===== config.mk =====
export PLATFORM = sky130hd
export DESIGN_NAME = grid_solve_ctrl
export DESIGN_NICKNAME = d
export VERILOG_FILES = /design/src/rtl/grid_pkg.sv /design/src/rtl/onehot_encoder.sv /design/src/rtl/grid_solve_ctrl.sv
export SDC_FILE = /design/constraint.sdc
export NUM_CORES = 1
export LEC_CHECK = 0
export BUFFER_PORTS_ARGS = -buffer_cell sky130_fd_sc_hd__buf_2
export CELL_PAD_IN_SITES_DETAIL_PLACEMENT = 0
export CELL_PAD_IN_SITES_GLOBAL_PLACEMENT = 1
export CORE_UTILIZATION = 35
export CTS_CLUSTER_SIZE = 12
export DETAILED_ROUTE_END_ITERATION = 6
export HOLD_SLACK_MARGIN = 0.02
export PLACE_DENSITY_LB_ADDON = 0.1
export SKIP_LAST_GASP = 1
export SLEW_MARGIN = 20
export SYNTH_ARGS = -nofsm -noshare
export SYNTH_HDL_FRONTEND = slang
export SYNTH_HIERARCHICAL = 1
export SYNTH_SLANG_ARGS = --single-unit
export TNS_END_PERCENT = 20

===== constraint.sdc =====
create_clock -name clock -period 1.8 [get_ports clock]
set_clock_uncertainty 0.1 [all_clocks]
set_input_delay 0.18 -clock clock [delete_from_list [all_inputs] [get_ports clock]]
set_output_delay 0.18 -clock clock [all_outputs]
set_load 0.01 [all_outputs]

===== src/rtl/grid_pkg.sv =====
// Shared grid dimensions, cell/digit types, controller state encoding and one-hot decode.
// Latency: n/a (types, constants and a combinational helper only).
// Backpressure: n/a.
package grid_pkg;

    localparam int GRID_ORD  = 3;
    localparam int GRID_LEN  = GRID_ORD * GRID_ORD;
    localparam int GRID_AREA = GRID_LEN * GRID_LEN;
    localparam int IDX_W     = $clog2(GRID_AREA);
    localparam int DIG_W     = $clog2(GRID_LEN + 1);

    typedef logic [IDX_W-1:0] cell_idx_t;
    typedef logic [DIG_W-1:0] digit_t;

    typedef enum logic [2:0] {
        ST_IDLE,
        ST_KICK,
        ST_WAIT,
        ST_FETCH,
        ST_SEND
    } ctrl_state_t;

    // Bit k set gives k+1; anything other than exactly one set bit gives 0.
    function automatic digit_t onehot2bin(input logic [GRID_LEN-1:0] v);
        digit_t      d;
        int unsigned n;
        d = '0;
        n = 0;
        for (int k = 0; k < GRID_LEN; k++) begin
            if (v[k]) begin
                d = digit_t'(k + 1);
                n++;
            end
        end
        return (n == 1) ? d : '0;
    endfunction

endpackage


===== src/rtl/onehot_encoder.sv =====
// Converts a one-hot cell value to its binary digit and flags zero-hot / multi-hot input.
// Latency: combinational.
// Backpressure: none.
module onehot_encoder
    import grid_pkg::*;
(
    input  logic [GRID_LEN-1:0] onehot,
    output logic [DIG_W-1:0]    digit,
    output logic                invalid
);

    assign digit   = onehot2bin(onehot);
    // A legal one-hot value always decodes to a nonzero digit.
    assign invalid = (digit == '0);

endmodule


===== src/rtl/grid_solve_ctrl.sv =====
// Kicks the tile grid, waits for done, then streams every cell as a binary digit in row-major order.
// Latency: grid_start 1 cycle after go; one digit per 2 cycles at best. Optional SOLVE_TIMEOUT_EN bounds WAIT.
// Backpressure: out_digit/out_last/cell_index hold while out_valid && !out_ready; no digit is dropped.
module grid_solve_ctrl
    import grid_pkg::*;
#(
    parameter int TIMEOUT_CYCLES = 1000000
) (
    input  logic                clock,
    input  logic                reset,
    input  logic                go,
    output logic                grid_start,
    input  logic                grid_done_success,
    input  logic                grid_done_failure,
    output logic [IDX_W-1:0]    cell_index,
    input  logic [GRID_LEN-1:0] cell_value,
    output logic                out_valid,
    input  logic                out_ready,
    output logic [DIG_W-1:0]    out_digit,
    output logic                out_last,
    output logic                busy,
    output logic                solved,
    output logic                failed,
    output logic                bad_value,
    output logic                timed_out
);

    ctrl_state_t state_q, state_d;
    logic        grid_start_q, grid_start_d;
    logic        out_valid_q, out_valid_d;
    digit_t      out_digit_q, out_digit_d;
    logic        out_last_q, out_last_d;
    cell_idx_t   cell_index_q, cell_index_d;
    logic        busy_q, busy_d;
    logic        solved_q, solved_d;
    logic        failed_q, failed_d;
    logic        bad_value_q, bad_value_d;

    digit_t      enc_digit;
    logic        enc_invalid;

`ifdef SOLVE_TIMEOUT_EN
    localparam int TMO_W = $clog2(TIMEOUT_CYCLES + 1);
    logic [TMO_W-1:0] wait_cnt_q, wait_cnt_d;
    logic             timed_out_q, timed_out_d;
`else
    logic unused_tmo;
    assign unused_tmo = ^TIMEOUT_CYCLES;
`endif

    onehot_encoder u_enc (
        .onehot  (cell_value),
        .digit   (enc_digit),
        .invalid (enc_invalid)
    );

    // Next-state and next-output computation for the run controller.
    always_comb begin
        state_d      = state_q;
        grid_start_d = 1'b0;
        out_valid_d  = out_valid_q;
        out_digit_d  = out_digit_q;
        out_last_d   = out_last_q;
        cell_index_d = cell_index_q;
        busy_d       = busy_q;
        solved_d     = solved_q;
        failed_d     = failed_q;
        bad_value_d  = bad_value_q;
`ifdef SOLVE_TIMEOUT_EN
        wait_cnt_d   = wait_cnt_q;
        timed_out_d  = timed_out_q;
`endif
        case (state_q)
            ST_IDLE: begin
                if (go) begin
                    solved_d     = 1'b0;
                    failed_d     = 1'b0;
                    bad_value_d  = 1'b0;
`ifdef SOLVE_TIMEOUT_EN
                    timed_out_d  = 1'b0;
`endif
                    grid_start_d = 1'b1;
                    busy_d       = 1'b1;
                    state_d      = ST_KICK;
                end
            end
            ST_KICK: begin
`ifdef SOLVE_TIMEOUT_EN
                wait_cnt_d = '0;
`endif
                state_d = ST_WAIT;
            end
            ST_WAIT: begin
                // Failure wins over a coincident success; either beats the timeout.
                if (grid_done_failure) begin
                    failed_d = 1'b1;
                    busy_d   = 1'b0;
                    state_d  = ST_IDLE;
                end else if (grid_done_success) begin
                    cell_index_d = '0;
                    state_d      = ST_FETCH;
                end
`ifdef SOLVE_TIMEOUT_EN
                else if (wait_cnt_q == TMO_W'(TIMEOUT_CYCLES - 1)) begin
                    failed_d    = 1'b1;
                    timed_out_d = 1'b1;
                    busy_d      = 1'b0;
                    state_d     = ST_IDLE;
                end else begin
                    wait_cnt_d = wait_cnt_q + TMO_W'(1);
                end
`endif
            end
            ST_FETCH: begin
                out_digit_d = enc_digit;
                out_last_d  = (cell_index_q == cell_idx_t'(GRID_AREA - 1));
                bad_value_d = bad_value_q | enc_invalid;
                out_valid_d = 1'b1;
                state_d     = ST_SEND;
            end
            ST_SEND: begin
                if (out_ready) begin
                    out_valid_d = 1'b0;
                    if (out_last_q) begin
                        solved_d     = 1'b1;
                        cell_index_d = '0;
                        busy_d       = 1'b0;
                        state_d      = ST_IDLE;
                    end else begin
                        cell_index_d = cell_index_q + IDX_W'(1);
                        state_d      = ST_FETCH;
                    end
                end
            end
            default: begin
                busy_d      = 1'b0;
                out_valid_d = 1'b0;
                state_d     = ST_IDLE;
            end
        endcase
    end

    // State and registered outputs; asynchronous clear drops any digit in flight.
    always_ff @(posedge clock or negedge reset) begin
        if (!reset) begin
            state_q      <= ST_IDLE;
            grid_start_q <= 1'b0;
            out_valid_q  <= 1'b0;
            out_digit_q  <= '0;
            out_last_q   <= 1'b0;
            cell_index_q <= '0;
            busy_q       <= 1'b0;
            solved_q     <= 1'b0;
            failed_q     <= 1'b0;
            bad_value_q  <= 1'b0;
`ifdef SOLVE_TIMEOUT_EN
            wait_cnt_q   <= '0;
            timed_out_q  <= 1'b0;
`endif
        end else begin
            state_q      <= state_d;
            grid_start_q <= grid_start_d;
            out_valid_q  <= out_valid_d;
            out_digit_q  <= out_digit_d;
            out_last_q   <= out_last_d;
            cell_index_q <= cell_index_d;
            busy_q       <= busy_d;
            solved_q     <= solved_d;
            failed_q     <= failed_d;
            bad_value_q  <= bad_value_d;
`ifdef SOLVE_TIMEOUT_EN
            wait_cnt_q   <= wait_cnt_d;
            timed_out_q  <= timed_out_d;
`endif
        end
    end

    assign grid_start = grid_start_q;
    assign out_valid  = out_valid_q;
    assign out_digit  = out_digit_q;
    assign out_last   = out_last_q;
    assign cell_index = cell_index_q;
    assign busy       = busy_q;
    assign solved     = solved_q;
    assign failed     = failed_q;
    assign bad_value  = bad_value_q;
`ifdef SOLVE_TIMEOUT_EN
    assign timed_out  = timed_out_q;
`else
    assign timed_out  = 1'b0;
`endif

endmodule


==> run summary <==
Crit-path max FO = 4
Pre-antenna DRT Iters = 4
Syn Nets = 242
Routed Antenna Nets = 0
PD cells = 1080 mW/mm^2
Syn_area_per_cell = 8.71 um^2
Finished Layout Cells = 379
Die Height = 75.3 um
Final Cycle Share = 2.54
I/O Pins = 34
Vias in the first global route = 1,713
Area growth syn-to-layout = 49.7%
DR vias/cell = 4.93
H-tree depth = 1
Synth Register Bits = 21
Fmax = 219 MHz
RSZ-0062 raised after global routing = yes
Clock latency at the later pin of the worst-skew pair = 0.26 ns
Total GRT Usage = 0.179
Vias = 1,867
Startpoint types = primary input
Final hold violations = 0
Num Clock Sinks = 21
Largest net degree at the start of global routing = 22
Worst Slack Setup Final = -2.76 ns
Main combinational cell family by area after synthesis = simple AND/OR/NAND/NOR gates
First-pass GRT wire length = 7730 um
DIE WIDTH = 75.3 um
Total CTS buffers = 3
Min cycle time layout = 4.56 ns
First DRT Iteration DRCs = 53
Critical Path RT = 1.85 ns
Simple-gate portion of the synthesized area = 0.257
Adder-cell share of the synthesized area = 0.0731
Routed WL per cell = 12.9 um
Util after Layout = 0.548
Kind of critical path = in -> reg
Fin. max-slew vios = 0
YS warnings = 6
Ys flop type = dfrtp_1
Core Region = 0.00514 mm^2
Worst EP arrival = 4.61 ns
Gp weighted congestion = 0.787
EDFF count, synth = 0
Fraction of registers with async set or reset after synthesis = 1.00
Final Setup Violations = 5
Die ar. = 0.00567 mm^2
Mux share of post-synthesis cell area = 0.0525
Worst-Margin Slew = 0.495 ns
Status = finished with violations
Synth Area in Compound Gates = 0.177
Maximum clock path buffer count = 2
Root Driver = clkbuf_8
Nets@finish = 336
Diodes inserted = 0
DRC viols = 0
Hold_ws = 0.149 ns
Max reg flops = 7
Worst vdd ir = 0.551 mV
CP Capture Type = register
Number of port buffers = 32
Inst Count DP = 354
Grt total ovfl = 0
Slew HR = 0.667
Starting Density = 0.366
Cells after Synth = 216
Leak Pwr = 0.00133 uW
Hold/Removal Path Class = in -> reg
Worst-path clk slew = 0.08 ns
Sequential cell area fraction in the yosys report = 0.279
Failing checks = negative setup slack
XOR/XNOR Fraction of Synth Area = 0.109
# rows = 26
Share of cells above drive strength 1 = 0.466
Synth unique cells = 56
TritonCTS clock tree = yes
Post-DP HPWL = 3610 um
Initial antenna violation count = 0
Synth Cell Area = 0.00188 mm^2
Routed Wire Length = 4900 um
Max Cap Violations = 0
[placed cells by master (no fill, tap or decap), types with 3 or more instances in the layout]
master    netlist  layout
inv_1          12       9
a21oi_1        14      13
nand2_1        17      15
dfrtp_1        21      21
and3_1          3       3
ha_1           11       5
nor3_1          6       5
nor2_1         15      15
buf_4           2      65
or3_1           5       4
nand2b_1        4       3
xnor2_1         5       5
xor2_1          4       3
o21ai_0        17      13
nand3_1         8       8
ha_4            0       5
or2b_1          3       3
nand2_2         1       3
nor4b_1         3       3
buf_2           3      30
a31oi_1         4       4
o21ai_2         1       4
clkbuf_8        0       3
mux2_2          6       5
[path summary, 6_finish.rpt]
path | startpoint | endpoint | slack, ns | depth (start not counted)
worst max-delay path | cell_value[1] | bad_value$_DFFE_PN0P_ | -2.76 | 26
min in group asynchronous | reset | out_digit[1]$_DFFE_PN0P_ | 0.30 | 2
worst min-delay path | go | state_q[0]$_DFFE_PN0P_ | 0.15 | 2
worst min register to register | out_digit[2]$_DFFE_PN0P_ | out_digit[2]$_DFFE_PN0P_ | 0.41 | 1
worst max register to register | state_q[2]$_DFFE_PN0P_ | cell_index[3]$_DFFE_PN0P_ | 0.21 | 5
max in group asynchronous | reset | cell_index[6]$_DFFE_PN0P_ | 0.96 | 2
[logic make-up (layout without fill, tap and decap cells)]
group                    Yosys count  in the layout
multiplexers                       9              9
adder cells (fa/ha/maj)           11             11
AO/OA/AOI/OAI                     54             54
buffers and inverters             22            115
AND/OR/NAND/NOR                   83             83
other                              1              1
XOR/XNOR                          15             15
flip-flops                        21             21
[routing by layer]
layer / track usage / routed length [um] / up-vias
li1: - / - / 961
met1: 0.239 / 2350 / 866
met2: 0.303 / 2330 / 34
met3: 0.0304 / 149 / 6
met4: 0.0412 / 65 / 0
met5: 0 / 0 / -
[report_power, final]
| group | total [uW] | internal, uW | leakage, uW | switching [uW] |
|---|---|---|---|---|
| clock network | 310 | 154 | 0.0000255 | 156 |
| registers | 772 | 627 | 0.000275 | 144 |
| logic | 1970 | 1070 | 0.00103 | 906 |
[Yosys cell counts, types with 2 or more instances]
master     n  share of area
dfrtp_1   21           0.28
xnor2_1    5          0.023
inv_1     12          0.024
or2_2      2         0.0066
or2b_1     3          0.012
nand2b_1   4          0.013
nor4b_2    2          0.016
clkbuf_1   5          0.010
or3_1      5          0.017
xor2_1     4          0.019
nor4_1     3          0.010
a21o_1     2         0.0080
buf_2      3         0.0080
a31oi_1    4          0.013
mux2_2     6          0.036
nor3_1     6          0.016
a211oi_1   2         0.0080
and4_1     2         0.0093
nand3b_1   2         0.0080
nor4b_1    3          0.014
and2_1     2         0.0066
mux2i_1    2          0.011
o21ai_0   17          0.045
o211ai_1   2         0.0080
nand2_1   17          0.034
xor3_2     2          0.027
xor2_2     2          0.017
ha_1      11          0.073
and3_1     3          0.010
nor2_1    15          0.030
a21oi_1   14          0.037
nand3_1    8          0.021
buf_4      2         0.0080
[critical path, cell delays in order]
cell	delay (ns)
buf_8	0.10
inv_4	0.05
ha_4	0.21
xor2_4	0.15
ha_4	0.28
nand2_2	0.05
buf_4	0.13
buf_4	0.13
buf_4	0.12
buf_4	0.13
o21ai_2	0.12
or2_4	0.14
ha_4	0.19
nand2b_4	0.12
o31a_1	0.12
ha_1	0.32
mux2_4	0.28
ha_4	0.21
mux2_4	0.27
ha_4	0.16
xor2_1	0.16
nor4b_2	0.31
o21ai_2	0.12
or3_4	0.35
a21oi_2	0.14
o21ai_1	0.06
[through the flow]
| step | setup TNS [ns] | setup WS, ns | area (um^2) | total power (uW) |
|---|---|---|---|---|
| floorplan | -13.57 | -2.88 | 1950 | 1860 |
| global placement | -14.81 | -3.04 | 2510 | 2510 |
| detailed placement | -15.09 | -3.11 | 2510 | 2520 |
| CTS | -13.26 | -2.70 | 2750 | 2990 |
| global route | -14.58 | -2.94 | 2820 | 3350 |
| finish | -13.52 | -2.76 | 2820 | 3060 |
[what timing repair did]
| action | CTS | global route |
|---|---|---|
| endpoints found under the setup margin | 5 | 5 |
| setup buffers | 18 | 2 |
| hold buffers | 1 | 0 |
| resized for setup | 11 | 10 |
| pin swaps | 12 | 12 |
| hold endpoints to repair | 21 | 0 |
[cell type report]
class / instances / area, um^2
timing repair buffer: 99 / 698
tap: 70 / 87.6
sequential: 21 / 526
inverter: 12 / 50.0
fill: 492 / 2320
multi-input combinational: 173 / 1410
clock buffer: 3 / 41.3
clock inverter: 1 / 5.00
Note: power is estimated with default switching activity, not from simulation.
